$ cat src/rtl/pwm_fade_sequencer_pkg.sv
// Shared types and default constants for the LED breathing-fade sequencer.
package pwm_fade_sequencer_pkg;

    // Sequencer states; the encoding is visible on phase_out and must not change.
    typedef enum logic [1:0] {
        ST_IDLE      = 2'd0,
        ST_RAMP_UP   = 2'd1,
        ST_HOLD      = 2'd2,
        ST_RAMP_DOWN = 2'd3
    } fade_state_e;

    localparam int DEFAULT_COUNTER_WIDTH = 32'd3;
    localparam int DEFAULT_MAX_COUNT     = 32'd7;
    localparam int DEFAULT_STEP_WIDTH    = 32'd8;

endpackage : pwm_fade_sequencer_pkg

$ cat src/rtl/pwm_fade_sequencer_pwm_core.sv
// Free-running PWM counter with synchronous clear and a registered comparator.
// period_end marks the last clock of each PWM period so duty can change cleanly.
module pwm_fade_sequencer_pwm_core
    import pwm_fade_sequencer_pkg::*;
#(
    parameter int COUNTER_WIDTH = DEFAULT_COUNTER_WIDTH,
    parameter int MAX_COUNT     = DEFAULT_MAX_COUNT
) (
    input  logic                     clk_in,
    input  logic                     rst_n_in,
    input  logic                     clr,
    input  logic [COUNTER_WIDTH-1:0] duty,
    output logic                     period_end,
    output logic                     pwm
);

    localparam logic [COUNTER_WIDTH-1:0] COUNT_MAX  = COUNTER_WIDTH'(MAX_COUNT);
    localparam logic [COUNTER_WIDTH-1:0] COUNT_ZERO = {COUNTER_WIDTH{1'b0}};
    localparam logic [COUNTER_WIDTH-1:0] COUNT_ONE  = {{(COUNTER_WIDTH-1){1'b0}}, 1'b1};

    logic [COUNTER_WIDTH-1:0] count_r;
    logic                     pwm_r;

    assign period_end = (count_r == COUNT_MAX);
    assign pwm        = pwm_r;

    // Period counter: wraps at COUNT_MAX, restarts on a synchronous clear.
    always_ff @(posedge clk_in or negedge rst_n_in) begin
        if (!rst_n_in) begin
            count_r <= COUNT_ZERO;
        end else if (clr) begin
            count_r <= COUNT_ZERO;
        end else if (count_r == COUNT_MAX) begin
            count_r <= COUNT_ZERO;
        end else begin
            count_r <= count_r + COUNT_ONE;
        end
    end

    // Registered comparator so the LED drive is glitch-free.
    always_ff @(posedge clk_in or negedge rst_n_in) begin
        if (!rst_n_in) begin
            pwm_r <= 1'b0;
        end else begin
            pwm_r <= (count_r < duty);
        end
    end

endmodule : pwm_fade_sequencer_pwm_core

$ cat src/rtl/pwm_fade_sequencer.sv
// Breathing-fade controller: ramps PWM duty up, holds at maximum, ramps down.
// Duty only changes on PWM period boundaries; enable_in low aborts a run.
module pwm_fade_sequencer
    import pwm_fade_sequencer_pkg::*;
#(
    parameter int COUNTER_WIDTH = DEFAULT_COUNTER_WIDTH,
    parameter int MAX_COUNT     = DEFAULT_MAX_COUNT,
    parameter int STEP_WIDTH    = DEFAULT_STEP_WIDTH
) (
    input  logic                     clk_in,
    input  logic                     rst_n_in,
    input  logic                     enable_in,
    input  logic                     start_in,
    input  logic                     repeat_in,
    input  logic [STEP_WIDTH-1:0]    step_div_in,
    input  logic [STEP_WIDTH-1:0]    hold_in,
    output logic                     busy_out,
    output logic [1:0]               phase_out,
    output logic [COUNTER_WIDTH-1:0] duty_out,
    output logic                     pwm_out,
    output logic                     done_out
);

    localparam logic [COUNTER_WIDTH-1:0] DUTY_MAX  = COUNTER_WIDTH'(MAX_COUNT);
    localparam logic [COUNTER_WIDTH-1:0] DUTY_ZERO = {COUNTER_WIDTH{1'b0}};
    localparam logic [COUNTER_WIDTH-1:0] DUTY_ONE  = {{(COUNTER_WIDTH-1){1'b0}}, 1'b1};
    localparam logic [STEP_WIDTH-1:0]    STEP_ZERO = {STEP_WIDTH{1'b0}};
    localparam logic [STEP_WIDTH-1:0]    STEP_ONE  = {{(STEP_WIDTH-1){1'b0}}, 1'b1};

    fade_state_e              state_r;
    fade_state_e              state_nxt_s;
    logic [COUNTER_WIDTH-1:0] duty_r;
    logic [COUNTER_WIDTH-1:0] duty_nxt_s;
    logic [STEP_WIDTH-1:0]    step_cnt_r;
    logic [STEP_WIDTH-1:0]    step_cnt_nxt_s;
    logic [STEP_WIDTH-1:0]    hold_cnt_r;
    logic [STEP_WIDTH-1:0]    hold_cnt_nxt_s;
    logic [STEP_WIDTH-1:0]    step_div_r;
    logic [STEP_WIDTH-1:0]    hold_r;
    logic                     done_r;
    logic                     done_nxt_s;
    logic                     capture_s;
    logic                     pwm_clr_s;
    logic                     period_end_s;
    logic                     pwm_s;
    logic                     busy_s;
    logic [1:0]               phase_s;

    logic [STEP_WIDTH-1:0]    step_div_eff_s;
    logic [STEP_WIDTH-1:0]    step_inc_s;
    logic [STEP_WIDTH-1:0]    hold_inc_s;
    logic                     step_hit_s;
    logic [COUNTER_WIDTH-1:0] duty_up_s;
    logic [COUNTER_WIDTH-1:0] duty_dn_s;

    // A divider of zero behaves as one step per period.
    assign step_div_eff_s = (step_div_r == STEP_ZERO) ? STEP_ONE : step_div_r;
    assign step_inc_s     = step_cnt_r + STEP_ONE;
    assign hold_inc_s     = hold_cnt_r + STEP_ONE;
    assign step_hit_s     = (step_inc_s == step_div_eff_s);
    assign duty_up_s      = duty_r + DUTY_ONE;
    assign duty_dn_s      = duty_r - DUTY_ONE;

    pwm_fade_sequencer_pwm_core #(
        .COUNTER_WIDTH (COUNTER_WIDTH),
        .MAX_COUNT     (MAX_COUNT)
    ) u_pwm_core (
        .clk_in     (clk_in),
        .rst_n_in   (rst_n_in),
        .clr        (pwm_clr_s),
        .duty       (duty_r),
        .period_end (period_end_s),
        .pwm        (pwm_s)
    );

    // State register.
    always_ff @(posedge clk_in or negedge rst_n_in) begin
        if (!rst_n_in) begin
            state_r <= ST_IDLE;
        end else begin
            state_r <= state_nxt_s;
        end
    end

    // Next-state and datapath-update decisions; enable low overrides everything.
    always_comb begin
        state_nxt_s    = state_r;
        duty_nxt_s     = duty_r;
        step_cnt_nxt_s = step_cnt_r;
        hold_cnt_nxt_s = hold_cnt_r;
        done_nxt_s     = 1'b0;
        capture_s      = 1'b0;
        pwm_clr_s      = 1'b0;
        if (!enable_in) begin
            state_nxt_s    = ST_IDLE;
            duty_nxt_s     = DUTY_ZERO;
            step_cnt_nxt_s = STEP_ZERO;
            hold_cnt_nxt_s = STEP_ZERO;
            pwm_clr_s      = 1'b1;
        end else begin
            case (state_r)
                ST_IDLE: begin
                    if (start_in) begin
                        capture_s      = 1'b1;
                        pwm_clr_s      = 1'b1;
                        step_cnt_nxt_s = STEP_ZERO;
                        hold_cnt_nxt_s = STEP_ZERO;
                        state_nxt_s    = ST_RAMP_UP;
                    end else begin
                        state_nxt_s = ST_IDLE;
                    end
                end
                ST_RAMP_UP: begin
                    if (period_end_s && step_hit_s) begin
                        step_cnt_nxt_s = STEP_ZERO;
                        duty_nxt_s     = duty_up_s;
                        if (duty_up_s == DUTY_MAX) begin
                            if (hold_r == STEP_ZERO) begin
                                state_nxt_s = ST_RAMP_DOWN;
                            end else begin
                                hold_cnt_nxt_s = STEP_ZERO;
                                state_nxt_s    = ST_HOLD;
                            end
                        end else begin
                            state_nxt_s = ST_RAMP_UP;
                        end
                    end else if (period_end_s) begin
                        step_cnt_nxt_s = step_inc_s;
                    end else begin
                        state_nxt_s = ST_RAMP_UP;
                    end
                end
                ST_HOLD: begin
                    if (period_end_s && (hold_inc_s == hold_r)) begin
                        step_cnt_nxt_s = STEP_ZERO;
                        state_nxt_s    = ST_RAMP_DOWN;
                    end else if (period_end_s) begin
                        hold_cnt_nxt_s = hold_inc_s;
                    end else begin
                        state_nxt_s = ST_HOLD;
                    end
                end
                ST_RAMP_DOWN: begin
                    if (period_end_s && step_hit_s) begin
                        step_cnt_nxt_s = STEP_ZERO;
                        duty_nxt_s     = duty_dn_s;
                        if (duty_dn_s == DUTY_ZERO) begin
                            done_nxt_s = 1'b1;
                            if (repeat_in) begin
                                capture_s   = 1'b1;
                                state_nxt_s = ST_RAMP_UP;
                            end else begin
                                state_nxt_s = ST_IDLE;
                            end
                        end else begin
                            state_nxt_s = ST_RAMP_DOWN;
                        end
                    end else if (period_end_s) begin
                        step_cnt_nxt_s = step_inc_s;
                    end else begin
                        state_nxt_s = ST_RAMP_DOWN;
                    end
                end
                default: begin
                    state_nxt_s    = ST_IDLE;
                    duty_nxt_s     = DUTY_ZERO;
                    step_cnt_nxt_s = STEP_ZERO;
                    hold_cnt_nxt_s = STEP_ZERO;
                    pwm_clr_s      = 1'b1;
                end
            endcase
        end
    end

    // Duty, step/hold counters and the end-of-run pulse.
    always_ff @(posedge clk_in or negedge rst_n_in) begin
        if (!rst_n_in) begin
            duty_r     <= DUTY_ZERO;
            step_cnt_r <= STEP_ZERO;
            hold_cnt_r <= STEP_ZERO;
            done_r     <= 1'b0;
        end else begin
            duty_r     <= duty_nxt_s;
            step_cnt_r <= step_cnt_nxt_s;
            hold_cnt_r <= hold_cnt_nxt_s;
            done_r     <= done_nxt_s;
        end
    end

    // Configuration snapshot taken at the start of every run.
    always_ff @(posedge clk_in or negedge rst_n_in) begin
        if (!rst_n_in) begin
            step_div_r <= STEP_ZERO;
            hold_r     <= STEP_ZERO;
        end else if (capture_s) begin
            step_div_r <= step_div_in;
            hold_r     <= hold_in;
        end else begin
            step_div_r <= step_div_r;
            hold_r     <= hold_r;
        end
    end

    // Status outputs decoded from the state register.
    always_comb begin
        busy_s  = (state_r != ST_IDLE);
        phase_s = state_r;
    end

    assign busy_out  = busy_s;
    assign phase_out = phase_s;
    assign duty_out  = duty_r;
    assign pwm_out   = pwm_s;
    assign done_out  = done_r;

endmodule : pwm_fade_sequencer
$ cat config.mk
export PLATFORM = sky130hd
export DESIGN_NAME = pwm_fade_sequencer
export DESIGN_NICKNAME = d
export VERILOG_FILES = /design/src/rtl/pwm_fade_sequencer_pkg.sv /design/src/rtl/pwm_fade_sequencer_pwm_core.sv /design/src/rtl/pwm_fade_sequencer.sv
export SDC_FILE = /design/constraint.sdc
export NUM_CORES = 1
export LEC_CHECK = 0
export BUFFER_PORTS_ARGS = -buffer_cell sky130_fd_sc_hd__buf_2
export CELL_PAD_IN_SITES_DETAIL_PLACEMENT = 2
export CELL_PAD_IN_SITES_GLOBAL_PLACEMENT = 2
export CORE_MARGIN = 2
export CORE_UTILIZATION = 41
export DETAILED_ROUTE_END_ITERATION = 7
export GPL_TIMING_DRIVEN = 0
export PLACE_DENSITY_LB_ADDON = 0.1
export SLEW_MARGIN = 40
export SYNTH_ARGS = -nofsm -noshare
export SYNTH_HDL_FRONTEND = slang
export SYNTH_SLANG_ARGS = --single-unit
$ cat constraint.sdc
create_clock -name clk_in -period 4.3 [get_ports clk_in]
set_input_delay 0.86 -clock clk_in [delete_from_list [all_inputs] [get_ports clk_in]]
set_output_delay 0.86 -clock clk_in [all_outputs]
set_load 0.02 [all_outputs]
==> results of run 1 <==
[through the flow]
step	hold slack, ns	utilization	power (mW)	setup WS (ns)
floorplan	0.4299	-	0.6607	1.638
global placement	0.4717	0.4542	0.7214	1.237
detailed placement	0.4764	0.4546	0.7329	1.019
CTS	0.4906	0.4750	1.128	0.9831
global route	0.5148	0.4750	1.166	0.7906
finish	0.4770	0.4750	1.110	1.033
[power groups by stage]
stage	registers, mW	logic, mW	clock network (mW)
2_1_floorplan	0.481	0.179	0
3_5_place_dp	0.496	0.237	0
3_3_place_gp	0.493	0.229	0
4_1_cts	0.487	0.240	0.402
5_1_grt	0.495	0.260	0.411
6_report	0.487	0.235	0.388
[placed cells by master (no fill, tap or decap), drive strengths merged, types with 3 or more instances in the layout]
cell type,Yosys,routed
dfrtp,42,42
buf,4,31
mux2,20,20
nand2,19,19
xnor2,17,17
nor2,16,16
inv,15,15
ha,14,14
clkbuf,7,12
xor2,10,10
a21oi,9,9
o21ai,8,8
nand3,8,8
nor4,6,6
a21o,6,6
nor3,5,5
o211ai,5,5
a31oi,5,5
nand3b,4,4
and3,3,3
nand2b,3,3
nand4,3,3
a32o,3,3
o31ai,3,3
o2bb2ai,3,3
o2111a,3,3
and2,3,3
[cell families after synthesis]
family	synth area share
AOI/OAI and AO/OA	0.1848
xor gates and xnor gates	0.08396
adders and majority gates	0.06220
buffers and inverters	0.03954
DFF	0.3732
muxes	0.1004
and+or+nand+nor	0.1559
[flip-flops by register name (all words and copies together) (netlist names)]
signal and flops:
step_cnt_r 8, hold_cnt_r 8, hold_r 8, phase_out 2, duty_out 3, step_div_r 8, u_pwm_core.pwm 1, u_pwm_core.count_r 3
done_out 1
[how the worst max path moves through the flow]
stage,start,endpoint,slack (ns),cells after the start
after floorplan,hold_cnt_r[0],hold_cnt_r[0],1.64,9
final,step_cnt_r[0],phase_out[1],1.03,9
after detailed placement,step_cnt_r[0],phase_out[0],1.02,9
after global placement,step_cnt_r[0],phase_out[1],1.24,9
after global routing,step_cnt_r[0],phase_out[1],0.79,9
after CTS,step_cnt_r[0],phase_out[1],0.98,9
[metal layers]
metal,up-vias,routed length (µm),GRT usage
met3,8,147,0.03318
met2,25,3687,0.3602
met5,-,0,0
met4,0,77,0.04545
li1,1081,-,-
met1,1136,3382,0.2771
[area by class of cell]
type                    count  share of cell area
plain buffers              11             0.01725
clock buffers               5             0.02156
clock inverters             3             0.02156
inverters                  15             0.01764
multi-input cells         209              0.5182
flip-flops and latches     42              0.3293
well taps                  80             0.03136
repair buffers             27             0.04312
[critical path: cells and delay by family, from the launching register on]
| family | cells | cell delay, ns |
|---|---|---|
| XOR/XNOR | 1 | 0.15 |
| buffers and inverters | 1 | 0.26 |
| AND/OR/NAND/NOR | 3 | 0.91 |
| flip-flops | 1 | 0.45 |
| adder cells (fa/ha/maj) | 1 | 0.31 |
| AO/OA/AOI/OAI | 2 | 0.68 |
| multiplexers | 1 | 0.37 |
==> out/summary.txt, run 1 <==
most frequent cell after synthesis: dfrtp_1
Synth cell types: 61
fraction of registers with async set/reset: 1.000
fill count: 710
Post-synth EDFFs: 0
number of buffers added for setup after CTS: 0
Port Buf Inserts: 27
CP arrival: 3.46 ns
unrepaired setup endpoints after global routing: false
chip height: 86.88 µm
multi-input logic area: 1654 µm²
CTS clock-pin slew for the worst setup and hold paths: 0.09 ns
CTS Sinks: 42
Nets: 346
first-pass GRT wire length: 12,230 µm
Final Hold Fails: 0
initial antenna violation count: 0
Power Density: 347.8 nW/µm²
Layout area overhead: 13.33%
Comb power frac: 0.212
largest net degree at the start of global routing: 43
Synth Cell Area: 2816 µm²
GRT Resource Usage Total: 0.2092
crit-path max FO: 9
leakage: 1.488 nW
DRC: 0
post-synth top area share: 0.3732
total wire length: 7295 µm
post-synth top area cell: dfrtp_1
nature of the critical path endpoint: register
total number of vias: 2,250
DR iter-0 viols: 33
hold buffers post-CTS: 0
Synth Register Bits: 42
ranking of synthesized cells by area: dfrtp_1, ha_1, mux2_4, xnor2_1, mux2_2
worst path cell trace: ha_1 > and3_1 > xnor2_1 > nor4_1 > and3b_1 > clkbuf_1 > a21oi_1 > o21ai_0 > mux2_2
Congestion Overflow GR: 0
Slew @ Worst Pin: 0.8004 ns
number of buffers created by CTS: 5
Final Slew Violations: 0
H-tree level count: 2
DP HPWL: 5436 µm
Setup-failing EPs final: 0
clock root buffer: clkbuf_8
Hold Path Stages: 1
final period utilization: 0.7598
CP Launch Type: register
CTS Buffer Depth: 2
layout cells sized above 1: 0.2179
ANT cells: 0
reg2reg setup slack: 1.03 ns
Sw Share: 0.2873
r2r endpoint: phase_out[1]
PostCTS Resize Cnt: 0
fin area: 3192 µm²
Inst Count DP: 384
number of global-route vias before repair: 2,406
synthesized area per cell: 10.17 µm²
r2r startpoint: step_cnt_r[0]
hold path endpoint: u_pwm_core.count_r[0]
Post-synth top cells: dfrtp_1, nand2_1, xnor2_1
GP Congestion: 0.7358
CP Data Required Time: 4.49 ns
outcome: finished clean
crit-path max cell delay: 0.46 ns
Final min period: 3.267 ns
register area share after synthesis: 0.3732
Psw: 0.3190 mW
Synth Warn #: 0
Worst R2R Path Depth: 9
Starting Density: 0.4192
CP Class: reg2reg
setup_tns: 0 ns
Avg WL per Cell: 18.61 µm
Hold Path Class: reg2reg
Max-Cap Viols: 0
Flop pwr share: 0.438
core area: 6719 µm²
clock network fraction of total power: 0.350
TritonCTS clock tree: done
drt first pass iters: 4
Clk Latency, worst-skew pair: 0.31 ns
Net Count, Synth: 312
HP Start: u_pwm_core.count_r[0]
Max Clk Rate: 306.1 MHz
Setup Skew: 0.008383 ns
Die Wd: 86.88 µm
VDD IR max: 0.0001988 V
register area: 1051 µm²
Die Area: 7548 µm²
dpl cell area: 3054 µm²
Gate Count Post-Synth: 277
Rel. slew slack: 0.4664
ANT nets after route: 0
# rows: 30
vias per std cell: 5.740
non-filler cells, final: 392
Ports: 29
Worst path slowest cell: nor4_1
dominant synthesized flop cell: dfrtp_1
internal power: 0.7912 mW
(Power assumes the default switching activity.)
==> inputs of run 2 (changes only) <==
CORE_UTILIZATION = 34   (was 41)
clock period = 2.9 ns   (was 4.3 ns; I/O delays follow)
==> run 2 against run 1 <==
Compared with the run above:
- combinational power grew 58%
- critical path type unchanged
- largest power group unchanged
- non-clock buffer count grew 2
- first-iteration DRC count grew 45%
- die area grew 20%
==> out/summary.txt, run 2 (synthesized netlist as in run 1, its figures left out) <==
CP Launch Type: register
total wire length: 7677 µm
Layout area overhead: 17.15%
GP Congestion: 0.7343
H-tree level count: 2
Sw Share: 0.3079
Tot Pwr: 1.583 mW
Die Area: 9028 µm²
CTS Buffer Depth: 2
Rel. slew slack: 0.5289
number of buffers created by CTS: 5
clock network fraction of total power: 0.307
crit-path max FO: 7
leakage: 1.483 nW
clock root buffer: clkbuf_8
final period utilization: 0.9570
Hold Path Class: in2async
Inst Count DP: 409
layout cells sized above 1: 0.2739
# rows: 33
total number of vias: 2,293
VDD IR max: 0.0002236 V
unrepaired setup endpoints after global routing: false
Ports: 29
drt first pass iters: 4
Clk Latency, worst-skew pair: 0.30 ns
Nets: 348
chip height: 95.02 µm
dpl cell area: 3085 µm²
internal power: 1.096 mW
commonest non-fill, non-tap cell in the layout: dfrtp_1
Setup WS post-layout: 0.1246 ns
GRT Resource Usage Total: 0.1881
CP Class: reg2reg
initial antenna violation count: 0
Flop pwr share: 0.459
Final min period: 2.775 ns
nature of the critical path endpoint: register
CTS Sinks: 42
Port Buf Inserts: 27
reg2reg setup slack: 0.12 ns
DRC: 0
Power Density: 479.9 nW/µm²
fin area: 3299 µm²
Setup Skew: 0.007662 ns
Slew @ Worst Pin: 0.7033 ns
Congestion Overflow GR: 0
Avg WL per Cell: 18.32 µm
pre-CTS setup slack: -0.2511 ns
CTS clock-pin slew for the worst setup and hold paths: 0.09 ns
non-filler cells, final: 419
DR iter-0 viols: 48
commonest non-fill, non-tap cells in the layout: dfrtp_1, buf_2, nand2_1
outcome: finished clean
ANT nets after route: 0
Max-Cap Viols: 0
Psw: 0.4874 mW
vias per std cell: 5.473
Setup-failing EPs final: 0
largest net degree at the start of global routing: 43
TritonCTS clock tree: done
Max Clk Rate: 360.3 MHz
DP HPWL: 5883 µm
core area: 8134 µm²
Starting Density: 0.3463
CP Data Required Time: 3.09 ns
CP arrival: 2.97 ns
first-pass GRT wire length: 13,140 µm
Final Slew Violations: 0
Die Wd: 95.02 µm
ANT cells: 0
Comb power frac: 0.234
Final Hold Fails: 0
number of global-route vias before repair: 2,537
[run 2: final cells by class]
cell class                 count  area [µm²]
fill                         891        4835
clock buffer                   5       68.82
sequential                    42        1054
multi-input combinational    209        1714
timing repair buffer          31       180.2
buffer                         9       50.05
inverter                      15       56.30
clock inverter                 3       45.04
tap                          105       131.4
[run 2: what timing repair did]
item	in CTS	in global routing
cloned	0	0
setup buffers	3	1
hold buffers	0	0
resized for setup	8	11
setup endpoints to repair	33	26
pin swaps	2	2
[run 2: worst max-delay path, stage by stage (launching register included)]
cell	delay (ns)
dfrtp_2	0.47
ha_2	0.24
and3_1	0.18
xnor2_1	0.14
nor4_2	0.33
and3b_2	0.32
a41o_4	0.29
a31oi_4	0.11
buf_4	0.19
buf_12	0.12
a2bb2o_1	0.26
[run 2: final timing paths]
kind,from,to,cells after the start
worst min-delay path,rst_n_in,step_cnt_r[5],1
min in group clk_in,u_pwm_core.count_r[0],u_pwm_core.count_r[0],1
worst max register to register,step_cnt_r[0],hold_cnt_r[1],10
max in group asynchronous,rst_n_in,step_cnt_r[0],1
worst max-delay path,step_cnt_r[0],hold_cnt_r[1],10
worst min register to register,u_pwm_core.count_r[0],u_pwm_core.count_r[0],1
[run 2: routing by layer]
metal / vias to the layer above / wire, µm / share of wire / GRT usage
met5: - / 0 / 0 / 0
met1: 1179 / 3630 / 0.47 / 0.2407
met2: 27 / 3855 / 0.50 / 0.3375
met4: 0 / 45 / 0.0059 / 0.03623
met3: 4 / 144 / 0.019 / 0.02846
li1: 1083 / - / - / -
[run 2: stage by stage]
step / hold WS, ns / utilization / TNS (ns)
3_3_place_gp: 0.4560 / 0.3790 / -2.930
4_1_cts: 0.2903 / 0.4002 / 0
2_1_floorplan: 0.2844 / - / 0
3_5_place_dp: 0.4627 / 0.3793 / -3.505
6_report: 0.2508 / 0.4056 / 0
5_1_grt: 0.3098 / 0.4056 / 0
[run 2: power by group through the flow]
stage / Combinational, mW / Clock [mW] / Sequential (mW)
floorplan: 0.266 / 0 / 0.714
global placement: 0.342 / 0 / 0.737
detailed placement: 0.353 / 0 / 0.741
CTS: 0.368 / 0.513 / 0.729
global route: 0.414 / 0.536 / 0.739
finish: 0.371 / 0.486 / 0.727
==> inputs of run 3 (changes only) <==
SYNTH_HIERARCHICAL = 1   (was unset)
==> run 3 against run 2 <==
Compared with the run above:
- register-to-register slack about the same
- largest cell class unchanged
- synthesized area increased by 4.9%
- sequential share of layout area decreased by 1.6 points
==> out/summary.txt, run 3 <==
outcome: finished clean
CP arrival: 2.96 ns
ranking of synthesized cells by area: dfrtp_1, ha_1, mux2_4, xnor2_1, nand2_1
first-pass GRT wire length: 15,210 µm
Rel. slew slack: 0.5769
utilization after layout: 0.4065
final period utilization: 0.9560
multi-input logic area: 1828 µm²
Inst Count DP: 438
# rows: 34
chip height: 97.21 µm
CTS Sinks: 42
ANT nets after route: 0
number of buffers created by CTS: 5
Worst path slowest cell: or4bb_1
worst path cell trace: ha_1 > buf_2 > o2bb2a_1 > or4bb_1 > a41o_1 > o31ai_4 > buf_6 > nor3_1 > a311o_1
Avg WL per Cell: 19.66 µm
fraction of registers with async set/reset: 1.000
ANT cells: 0
post-synth top area share: 0.3558
Clk Latency, worst-skew pair: 0.30 ns
largest net degree at the start of global routing: 43
Critical Path Stages: 9
GRT Resource Usage Total: 0.1982
Setup WS post-layout: 0.1275 ns
post-synth top area cell: dfrtp_1
GP Congestion: 0.7216
total number of vias: 2,499
DP HPWL: 6781 µm
Nets: 379
Ports: 29
CTS Buffer Depth: 2
non-filler cells, final: 453
setup_tns: 0 ns
Tot Pwr: 1.590 mW
Synth Cell Area: 2954 µm²
Layout area overhead: 17.66%
DRC: 0
total wire length: 8905 µm
synthesized area per cell: 9.749 µm²
CP Class: reg2reg
initial antenna violation count: 0
nature of the critical path endpoint: register
Congestion Overflow GR: 0
Gate Count Post-Synth: 303
crit-path max cell delay: 0.52 ns
hold buffers post-CTS: 0
CP top delay family: compound AO/OA/AOI/OAI gates
drt first pass iters: 4
Starting Density: 0.3455
most frequent cell after synthesis: dfrtp_1
Die Area: 9450 µm²
Post-synth EDFFs: 0
Final min period: 2.773 ns
Post-synth top cells: dfrtp_1, nand2_1, inv_1
TritonCTS clock tree: done
Final Slew Violations: 0
Slew @ Worst Pin: 0.6323 ns
Synth Register Bits: 42
crit-path max FO: 9
Worst R2R Path Depth: 9
H-tree level count: 2
Port Buf Inserts: 27
Setup-failing EPs final: 0
Final Hold Fails: 0
Net Count, Synth: 338
CP Data Required Time: 3.09 ns
layout cells sized above 1: 0.2667
WP buf/inv: 2
pre-CTS setup slack: -0.3623 ns
VDD IR max: 0.0001802 V
register area share after synthesis: 0.3558
Max Clk Rate: 360.7 MHz
Hold Path Class: in2async
Synth Warn #: 6
Power Density: 457.4 nW/µm²
leakage: 1.482 nW
fill count: 954
DR iter-0 viols: 36
CP Launch Type: register
core area: 8551 µm²
dominant synthesized flop cell: dfrtp_1
Setup Skew: 0.01451 ns
clock root buffer: clkbuf_8
vias per std cell: 5.517
register area: 1055 µm²
CTS clock-pin slew for the worst setup and hold paths: 0.09 ns
commonest non-fill, non-tap cell in the layout: dfrtp_1
Synth cell types: 69
number of global-route vias before repair: 2,828
Die Wd: 97.21 µm
commonest non-fill, non-tap cells in the layout: dfrtp_1, buf_2, nand2_1
Max-Cap Viols: 0
[run 3: kinds of logic (layout without fill, tap and decap cells)]
family | count (synthesis) | in the layout | synth area share
AND/OR/NAND/NOR | 112 | 112 | 0.2122
AO/OA/AOI/OAI | 62 | 62 | 0.1724
flip-flops | 42 | 42 | 0.3558
buffers and inverters | 31 | 73 | 0.04701
XOR/XNOR | 22 | 22 | 0.06523
multiplexers | 20 | 20 | 0.08810
adder cells (fa/ha/maj) | 14 | 14 | 0.05930
[run 3: repair_timing]
| item | 4_1_cts | 5_1_grt |
|---|---|---|
| cloned | 0 | 0 |
| buffers inserted | 2 | 5 |
| pin swaps | 2 | 2 |
| setup endpoints to repair | 33 | 28 |
| gates resized for setup | 10 | 8 |
[run 3: worst reg2reg max path, stage by stage, from the launching register on]
cell and delay [ns]:
dfrtp_2 0.44, ha_1 0.20, buf_2 0.18, o2bb2a_1 0.28, or4bb_1 0.52, a41o_1 0.24
o31ai_4 0.26, buf_6 0.16, nor3_1 0.05, a311o_1 0.33
[run 3: layout make-up]
type                    instances  area share
inverters                      17     0.01836
flip-flops and latches         42      0.3035
clock buffers                   5     0.01980
plain buffers                  14     0.02268
multi-input cells             230      0.5259
clock inverters                 3     0.01152
well taps                     108     0.03888
repair buffers                 34     0.05940
[run 3: power breakdown]
group | switching, mW | internal, mW | total, mW
clock | 0.220 | 0.254 | 0.474
combinational | 0.190 | 0.191 | 0.381
sequential | 0.0861 | 0.649 | 0.735
[run 3: per-stage QoR]
step                      area [µm²]  hold WS [ns]
after detailed placement        3227        0.4672
after global placement          3224        0.4612
after global routing            3476        0.2997
final                           3476        0.2725
after CTS                       3392        0.2874
after floorplan                 2954        0.2844
[run 3: path summary, 6_finish.rpt]
path	startpoint	endpoint	slack, ns
max	hold_cnt_r[0]	hold_cnt_r[7]	0.13
min	rst_n_in	hold_cnt_r[2]	0.27
max reg2reg	hold_cnt_r[0]	hold_cnt_r[7]	0.13
min reg2reg	u_pwm_core/count_r[0]	u_pwm_core/count_r[0]	0.47
max in group asynchronous	rst_n_in	step_cnt_r[0]	2.20
min in group clk_in	u_pwm_core/count_r[0]	u_pwm_core/count_r[0]	0.47
[run 3: routing by layer]
metal	routed length (µm)	track usage	vias up	share of wire
met5	0	0	-	0
met4	62	0.03312	0	0.0070
met3	210	0.02590	5	0.024
met2	4579	0.3616	24	0.51
met1	4053	0.2544	1262	0.46
li1	-	-	1208	-
